==> src/rtl/jogador_pkg.sv <==
// jogador_pkg
// Shared definitions for the automatic player: FSM state encoding (matches
// the values shown on the hex display), default timing constants, ROM depth
// and a helper that sizes the single phase timer.
package jogador_pkg;

    typedef enum logic [2:0] {
        INICIAL       = 3'd0,
        ESPERA_RODADA = 3'd1,
        PRESSIONA     = 3'd2,
        SOLTA         = 3'd3,
        FIM           = 3'd4
    } estado_t;

    localparam int T_ESPERA_PADRAO  = 5;
    localparam int T_PRESS_PADRAO   = 5;
    localparam int T_SOLTA_PADRAO   = 5;
    localparam int N_RODADAS_PADRAO = 16;
    localparam int ROM_PROF         = 16;

    // Bits needed to count 0 .. max(a,b,c)-1 (at least 1 bit).
    function automatic int unsigned largura_timer(input int unsigned a,
                                                  input int unsigned b,
                                                  input int unsigned c);
        int unsigned m;
        int unsigned w;
        m = a;
        if (b > m) m = b;
        if (c > m) m = c;
        w = 1;
        while ((32'd1 << w) < m) w++;
        return w;
    endfunction

endpackage

==> src/rtl/rom_jogadas_16x4.sv <==
// rom_jogadas_16x4
// Fixed sequence of one-hot plays used by the automatic player.
// Ports:
//   i_endereco  in  4  play index
//   o_dado      out 4  one-hot play at that index (combinational)
module rom_jogadas_16x4
    import jogador_pkg::*;
(
    input  logic [$clog2(ROM_PROF)-1:0] i_endereco,
    output logic [3:0]                  o_dado
);

    always_comb begin
        o_dado = 4'h1;
        case (i_endereco)
            4'd0:  o_dado = 4'h1;
            4'd1:  o_dado = 4'h2;
            4'd2:  o_dado = 4'h4;
            4'd3:  o_dado = 4'h8;
            4'd4:  o_dado = 4'h4;
            4'd5:  o_dado = 4'h2;
            4'd6:  o_dado = 4'h1;
            4'd7:  o_dado = 4'h1;
            4'd8:  o_dado = 4'h2;
            4'd9:  o_dado = 4'h2;
            4'd10: o_dado = 4'h4;
            4'd11: o_dado = 4'h4;
            4'd12: o_dado = 4'h8;
            4'd13: o_dado = 4'h8;
            4'd14: o_dado = 4'h1;
            4'd15: o_dado = 4'h4;
            default: o_dado = 4'h1;
        endcase
    end

endmodule

==> src/rtl/jogador_automatico.sv <==
// jogador_automatico
// Automatic player that drives a memory game's chaves input: round r plays
// rom[0..r], each play held T_PRESS cycles followed by T_SOLTA idle cycles,
// with T_ESPERA idle cycles before every round. Optionally injects one wrong
// play (ROM value rotated left by one bit).
// Ports:
//   clock, reset              clock; asynchronous active-high reset
//   iniciar                   start/restart (only in INICIAL and FIM)
//   parar                     abort to FIM from any busy state
//   forca_erro                enable error injection
//   erro_rodada, erro_jogada  round/play index of the injected error
//   chaves                    one-hot play, 0 when idle
//   ocupado                   high in ESPERA_RODADA, PRESSIONA, SOLTA
//   fim_jogadas               high in FIM
//   db_rodada, db_jogada      current round / play index
//   db_estado                 state encoding
module jogador_automatico
    import jogador_pkg::*;
#(
    parameter int T_ESPERA  = T_ESPERA_PADRAO,
    parameter int T_PRESS   = T_PRESS_PADRAO,
    parameter int T_SOLTA   = T_SOLTA_PADRAO,
    parameter int N_RODADAS = N_RODADAS_PADRAO
)
(
    input  logic       clock,
    input  logic       reset,
    input  logic       iniciar,
    input  logic       parar,
    input  logic       forca_erro,
    input  logic [3:0] erro_rodada,
    input  logic [3:0] erro_jogada,
    output logic [3:0] chaves,
    output logic       ocupado,
    output logic       fim_jogadas,
    output logic [3:0] db_rodada,
    output logic [3:0] db_jogada,
    output logic [3:0] db_estado
);

    localparam int TW = largura_timer(T_ESPERA, T_PRESS, T_SOLTA);
    localparam logic [TW-1:0] L_FIM_ESPERA = TW'(T_ESPERA - 1);
    localparam logic [TW-1:0] L_FIM_PRESS  = TW'(T_PRESS - 1);
    localparam logic [TW-1:0] L_FIM_SOLTA  = TW'(T_SOLTA - 1);
    localparam logic [3:0]    L_ULTIMA     = 4'(N_RODADAS - 1);

    estado_t       r_estado, w_prox;
    logic [3:0]    r_rodada, w_rodada_prox;
    logic [3:0]    r_jogada, w_jogada_prox;
    logic [TW-1:0] r_timer, w_timer_prox;
    logic          r_erro, w_erro_prox;
    logic [3:0]    w_rom_dado;

    rom_jogadas_16x4 u_rom (
        .i_endereco (r_jogada),
        .o_dado     (w_rom_dado)
    );

    always_ff @(posedge clock or posedge reset) begin
        if (reset) begin
            r_estado <= INICIAL;
            r_rodada <= '0;
            r_jogada <= '0;
            r_timer  <= '0;
            r_erro   <= 1'b0;
        end else begin
            r_estado <= w_prox;
            r_rodada <= w_rodada_prox;
            r_jogada <= w_jogada_prox;
            r_timer  <= w_timer_prox;
            r_erro   <= w_erro_prox;
        end
    end

    // The timer counts up from 0 in every phase and is cleared on each state
    // entry; a phase ends when the count reaches its length minus one.
    always_comb begin
        w_prox        = r_estado;
        w_rodada_prox = r_rodada;
        w_jogada_prox = r_jogada;
        w_timer_prox  = r_timer + TW'(1);
        case (r_estado)
            INICIAL, FIM: begin
                w_timer_prox = r_timer;
                if (iniciar) begin
                    w_prox        = ESPERA_RODADA;
                    w_rodada_prox = '0;
                    w_jogada_prox = '0;
                    w_timer_prox  = '0;
                end
            end
            ESPERA_RODADA: begin
                if (parar) begin
                    w_prox       = FIM;
                    w_timer_prox = r_timer;
                end else if (r_timer == L_FIM_ESPERA) begin
                    w_prox       = PRESSIONA;
                    w_timer_prox = '0;
                end
            end
            PRESSIONA: begin
                if (parar) begin
                    w_prox       = FIM;
                    w_timer_prox = r_timer;
                end else if (r_timer == L_FIM_PRESS) begin
                    w_prox       = SOLTA;
                    w_timer_prox = '0;
                end
            end
            SOLTA: begin
                if (parar) begin
                    w_prox       = FIM;
                    w_timer_prox = r_timer;
                end else if (r_timer == L_FIM_SOLTA) begin
                    w_timer_prox = '0;
                    if (r_jogada < r_rodada) begin
                        w_prox        = PRESSIONA;
                        w_jogada_prox = r_jogada + 4'd1;
                    end else if (r_rodada < L_ULTIMA) begin
                        w_prox        = ESPERA_RODADA;
                        w_rodada_prox = r_rodada + 4'd1;
                        w_jogada_prox = '0;
                    end else begin
                        w_prox = FIM;
                    end
                end
            end
            default: begin
                w_prox        = INICIAL;
                w_rodada_prox = '0;
                w_jogada_prox = '0;
                w_timer_prox  = '0;
            end
        endcase

        // Error decision is registered alongside the next indices so chaves
        // stays a decode of registers only.
        w_erro_prox = forca_erro && (w_prox == PRESSIONA) &&
                      (w_rodada_prox == erro_rodada) &&
                      (w_jogada_prox == erro_jogada);
    end

    always_comb begin
        chaves = '0;
        if (r_estado == PRESSIONA)
            chaves = r_erro ? {w_rom_dado[2:0], w_rom_dado[3]} : w_rom_dado;
    end

    assign ocupado     = (r_estado == ESPERA_RODADA) || (r_estado == PRESSIONA) ||
                         (r_estado == SOLTA);
    assign fim_jogadas = (r_estado == FIM);
    assign db_rodada   = r_rodada;
    assign db_jogada   = r_jogada;
    assign db_estado   = {1'b0, r_estado};

endmodule

==> config.mk <==
export PLATFORM = sky130hd
export DESIGN_NAME = jogador_automatico
export DESIGN_NICKNAME = d
export VERILOG_FILES = /design/src/rtl/jogador_pkg.sv /design/src/rtl/rom_jogadas_16x4.sv /design/src/rtl/jogador_automatico.sv
export SDC_FILE = /design/constraint.sdc
export NUM_CORES = 1
export LEC_CHECK = 0
export CORE_AREA = 4 4 64 66
export CTS_CLUSTER_DIAMETER = 120
export CTS_CLUSTER_SIZE = 20
export DETAILED_ROUTE_END_ITERATION = 10
export DIE_AREA = 0 0 68 70
export PLACE_DENSITY = 0.69
export SLEW_MARGIN = 20
export SYNTH_ARGS = -nofsm -noshare
export SYNTH_HDL_FRONTEND = slang
export SYNTH_SLANG_ARGS = --single-unit
==> constraint.sdc <==
create_clock -name clock -period 3.15 [get_ports clock]
set_input_delay 0.315 -clock clock [delete_from_list [all_inputs] [get_ports clock]]
set_output_delay 0.315 -clock clock [all_outputs]
set_load 0.01 [all_outputs]
---- Yosys cells after proc, flatten, opt, wreduce, memory -nomap -nowiden ----
Memory sizes are Yosys's and may differ from the RTL's.
Index checks and enable logic that the tools add are counted.
operators by class
  add/sub/neg operators ................... 3
  multiply operators ...................... 0
  divide/modulo/power cells ............... 0
  $lt $le $gt $ge ......................... 2
  equal/unequal tests ..................... 10
  shift-type cells ........................ 0
  multiplexer cells ....................... 28
  bitwise logic cells ..................... 0
  reduce and logical (&&, ||, !) cells .... 10
operators with widths
  cell                 number
  $mux 4               12
  $mux 3               12
  $pmux 4 s3           2
  $pmux 3 s4           1
  $eq 3x2->1 const B   3
  $add 4x1->4 const B  2
  $eq 4x4->1           2
  $eq 3x3->1 const B   2
  $pmux 3 s2           1
  $lt 4x4->1           1
  $lt 4x4->1 const B   1
  $ne 2x2->1 const B   2
  $reduce_or 2->1      2
  $add 3x1->3 const B  1
  $eq 3x1->1 const B   1
  $logic_and 1x1->1    3
  $logic_not 3->1      1
  $reduce_or 3->1      1
  $logic_or 1x1->1     2
  $reduce_and 2->1     1
storage, ports and cells
  flip-flop bits (word level) ............. 15
  bits in latches ......................... 0
  bits in writable memories ............... 0
  memory bits (read-only) ................. 64
  bits of input ports ..................... 13
  output and inout port bits .............. 18
  memories kept ........................... 1
memory list
  name              depth  width  read ports  clocked after Yosys merged registers in  write ports  RTL line                source
  (name not given)  16     4      1           0                                        0            rom_jogadas_16x4.sv:15  case (i_endereco)

---- Depth between registers and ports, before layout ----
  word-level depth ........................ 10
  mapped depth ............................ 10

---- Modules after synthesis ----
From an unflattened synthesis, not the netlist that was laid out.
second synthesis, totals
  cell total of the unflattened synthesis .. 178
  area, all modules ....................... 1428.9 µm²
modules (own cells, without submodules)
  module              instances  cells an instance  area an instance (µm²)  sequential area each (µm²)
  jogador_automatico  1          164                1341.3                  375.4
  rom_jogadas_16x4    1          14                 87.6                    0.0

---- Worst setup path before layout ----
No wires, ideal clock.
  path kind ............................... register to register
  start ................................... register r_rodada[3] (netlist: db_rodada[3])
  end ..................................... register r_erro
  setup time .............................. 96 ps
  arrival time ............................ 2445 ps
  slack ................................... 609 ps
  cell stages (with the launch flop) ...... 10
  buffers on the path ..................... 0
  cell sequence ........................... dfrtp_1 > inv_1 > ha_1 > a21oi_2 > o21ai_4 > a2111oi_4 > nor3b_2 > nand4_1 > or4_1 > nor4_2
RTL lines
  item                             RTL line                   source
  start: declaration               jogador_automatico.sv:48   logic [3:0] r_rodada, w_rodada_prox;
  start signal: assignment         jogador_automatico.sv:68   r_rodada <= w_rodada_prox;
  $lt 4x4->1                       jogador_automatico.sv:116  if (r_jogada < r_rodada) begin
  $mux 3                           jogador_automatico.sv:116
  $mux 3                           jogador_automatico.sv:114  end else if (r_timer == L_FIM_SOLTA) begin
  $mux 3                           jogador_automatico.sv:111  if (parar) begin
  $pmux 3 s4                       jogador_automatico.sv:82   case (r_estado)
  net w_prox[1]                    jogador_automatico.sv:47   estado_t r_estado, w_prox;
  $eq 3x2->1                       jogador_automatico.sv:138  w_erro_prox = forca_erro && (w_prox == PRESSIONA) &&
  $logic_and 1x1->1 (2 in series)  jogador_automatico.sv:138
  $logic_and 1x1->1                jogador_automatico.sv:139  (w_rodada_prox == erro_rodada) &&
  net w_erro_prox                  jogador_automatico.sv:51   logic r_erro, w_erro_prox;
  end signal: assignment           jogador_automatico.sv:71   r_erro <= w_erro_prox;
  end: declaration                 jogador_automatico.sv:51
The timed path passes the listed nets, and every way through them passes these cells.
A chain may end at the register's enable or synchronous reset.

---- Final worst setup path ----
  start ................................... register r_jogada[0] (netlist: db_jogada[0])
  end ..................................... output port chaves[2]
on the way
  cells in the longest elaborated chain, start to end .. 3
ends and longest elaborated chain
  item                      RTL line                   source
  start: declaration        jogador_automatico.sv:49   logic [3:0] r_jogada, w_jogada_prox;
  start signal: assignment  jogador_automatico.sv:69   r_jogada <= w_jogada_prox;
  $mem_v2 16x4              --
  $mux 4                    jogador_automatico.sv:146  chaves = r_erro ? {w_rom_dado[2:0], w_rom_dado[3]} : w_rom_dado;
  $mux 4                    jogador_automatico.sv:145  if (r_estado == PRESSIONA)
  end: declaration          jogador_automatico.sv:33   output logic [3:0] chaves,
Every way passes these cells.

==> results.cfg <==
[status]
status = finished, final reports clean

[placed_design]
gp_congestion = 0.836
dp_cells = 238
dp_hpwl_mm = 2.86
io_buffers = 29
dpl_cell_area_um2 = 1810

[critical_path]
startpoint_type = flop
crit_fanout = 9
path_class = flop to primary output
slowest_stage = dfrtp_1
worstPathArrival_ns = 2.44
crit_required_ns = 2.83
end_kind = primary output
max_stage_delay_ns = 0.55
crit_chain = inv_1 -> ha_1 -> mux4_2 -> mux2i_1 -> nor2_1 -> clkdlybuf4s50_1
rr_startpoint = db_rodada[3]$_DFF_PP0_
cp-startpoint = db_jogada[0]$_DFF_PP0_

[timing]
skew_ns = 0.00504
slew_headroom_pct = 57.5
worst_pin_slew_ns = 0.629
fin_crit_ns = 2.76
fmax_mhz = 363
hold_viol = 0
slew_viol_final = 0
rsz0062_at_grt = no
final.setup.tns_ns = 0
min_period_over_period_pct = 87.5
finalSetupViolCount = 0

[layout]
stdcell_count = 242
drive_gt1_share_pct = 13.9
area_growth_pct = 19.9
utilization_pct = 51.3
final_net_count = 219
diodes = 0
stdcell_area_um2 = 1840

[synthesis]
synth_edf_count = 0
synth_cell_type_count = 69
synth_area_leaders = dfrtp_1 25%, ha_1 9.0%, nand2_1 3.4%
yosys-top-cells-count = 15 x dfrtp_1, 14 x nand2_1, 11 x ha_1, 11 x inv_1, 10 x nor2_1
syn_nets = 193
synth_area_um2 = 1530
yosysMostFrequentCell = dfrtp_1
synth_top_area_share_pct = 24.5
async_flop_share_pct = 100
yosysSeqAreaShare_pct = 24.5
syn_inst = 169
yosys_register_bits = 15
synth_top_cell_by_area = dfrtp_1
synth_ff_type = dfrtp_1
synth_area_per_cell_um2 = 9.06
yosys_warnings = 0

[detailed_routing]
postRouteAntennaNets = 0
vias_per_cell = 5.64
drtIter0Drc = 53
detail_route.first_pass.iterations = 4
drc = 0
vias = 1366
finalWirelength_mm = 3.66
avgRoutedWirePerCell_um = 15.1

[flow_run]
maxCapViolCount = 0

[floorplan]
placementRows = 22
dieArea_um2 = 4760
start_util_pct = 42.8
core_area_um2 = 3580
dieWidth_um = 68
io_pins = 31
dieHeight_um = 70

[power_and_ir_drop]
power_leakage_uw = 0.000703
ir_worst_vdd_v = 0.000193
pwr_density_cell_nw_per_um2 = 285

[global_routing]
track_usage_pct = 16.2
gr-max-usage-layer = met2
grt.met2_usage_pct = 24.8
grt_max_degree = 16
grt_pass1_wl_mm = 6.10
grt_pass1_vias = 1319
use_met1_pct = 23.3
antenna_found_initial = 0
grt_overflow = 0
use_met3_pct = 2.09

[clock_tree]
clock_latency_ns = 0.29
numCtsBuffers = 3
root_buffer = clkbuf_4
h-tree-depth = 1
clkSlewWorstSetupHoldPaths_ns = 0.10
ctsResizeCount = 0
hold_buffers = 0
clock-sinks = 15
cts_setup_buffers = 0
cts_tree = done
cts_buffer_depth = 2

[worst_hold_path]
hold_path.class = input port to asynchronous set/reset pin
==> layout make-up <==
cell class | count | area, um^2
Sequential cell | 15 | 375
Tap cell | 48 | 60.1
Inverter | 11 | 41.3
Multi-Input combinational cell | 133 | 1030
Timing Repair Buffer | 31 | 305
Fill cell | 352 | 1740
Clock buffer | 4 | 26.3
==> worst max-delay path, delay by kind of cell (launching register included) <==
kind	cells	cell delay (ns)
multiplexers	2	0.64
flip-flops	1	0.55
adder cells (fa/ha/maj)	1	0.24
buffers and inverters	2	0.65
AND/OR/NAND/NOR	1	0.07
==> report_power, final <==
part / internal [uW] / switching, uW
Sequential: 205 / 32.7
Combinational: 83.6 / 82.8
Clock: 49.3 / 68.8
Total: 338 / 184
==> sequential cells by signal (all words and copies together), names as in the netlist <==
signal	count
db_jogada	4
db_rodada	4
r_estado	3
r_timer	3
r_erro	1
==> worst paths after layout <==
check | to | slack [ns] | cells past startpoint
max | chaves[2] | 0.39 | 6
min in group clock | r_timer[1]$_DFFE_PP0P_ | 0.57 | 1
min | r_timer[1]$_DFFE_PP0P_ | 0.38 | 2
min reg2reg | r_timer[1]$_DFFE_PP0P_ | 0.57 | 1
max in group asynchronous | db_jogada[0]$_DFF_PP0_ | 2.37 | 2
max reg2reg | r_erro$_DFF_PP0_ | 0.44 | 9
==> stage by stage <==
stage	worst slack [ns]	power, uW	hold WS [ns]
global route	0.234	555	0.447
CTS	0.378	525	0.417
global placement	0.506	403	0.541
floorplan	0.609	362	0.216
detailed placement	0.453	407	0.553
finish	0.393	523	0.385
==> metal layers <==
layer | wire length (um) | up-vias
met5 | 0 | -
met4 | 50 | 0
met3 | 140 | 6
met2 | 1740 | 30
met1 | 1730 | 647
li1 | - | 683
==> cell usage in the layout, fill, tap and decap left out, types with 2 or more instances in the layout <==
master,count
a211oi_1,3
a21oi_1,7
a22oi_1,2
a31oi_1,4
and3b_1,2
buf_4,2
clkbuf_4,3
clkdlybuf4s50_1,29
dfrtp_1,15
ha_1,11
inv_1,11
mux2i_1,3
nand2_1,14
nand3_1,4
nand3b_1,2
nor2_1,10
nor2b_1,2
nor3_1,5
o21a_1,4
o21ai_0,7
o31ai_1,3
xor2_1,4
==> logic make-up (layout without fill, tap and decap cells) <==
group / count (synthesis) / count (layout) / synth area share [%]
xor gates and xnor gates: 5 / 5 / 2.86
adders and majority gates: 11 / 11 / 8.99
and+or+nand+nor: 56 / 56 / 21.7
other: 1 / 1 / 0.245
muxes: 6 / 6 / 4.90
AOI/OAI and AO/OA: 54 / 54 / 28.4
DFF: 15 / 15 / 24.5
buffers and inverters: 21 / 46 / 8.41
Note: power is estimated with default switching activity, not from simulation.
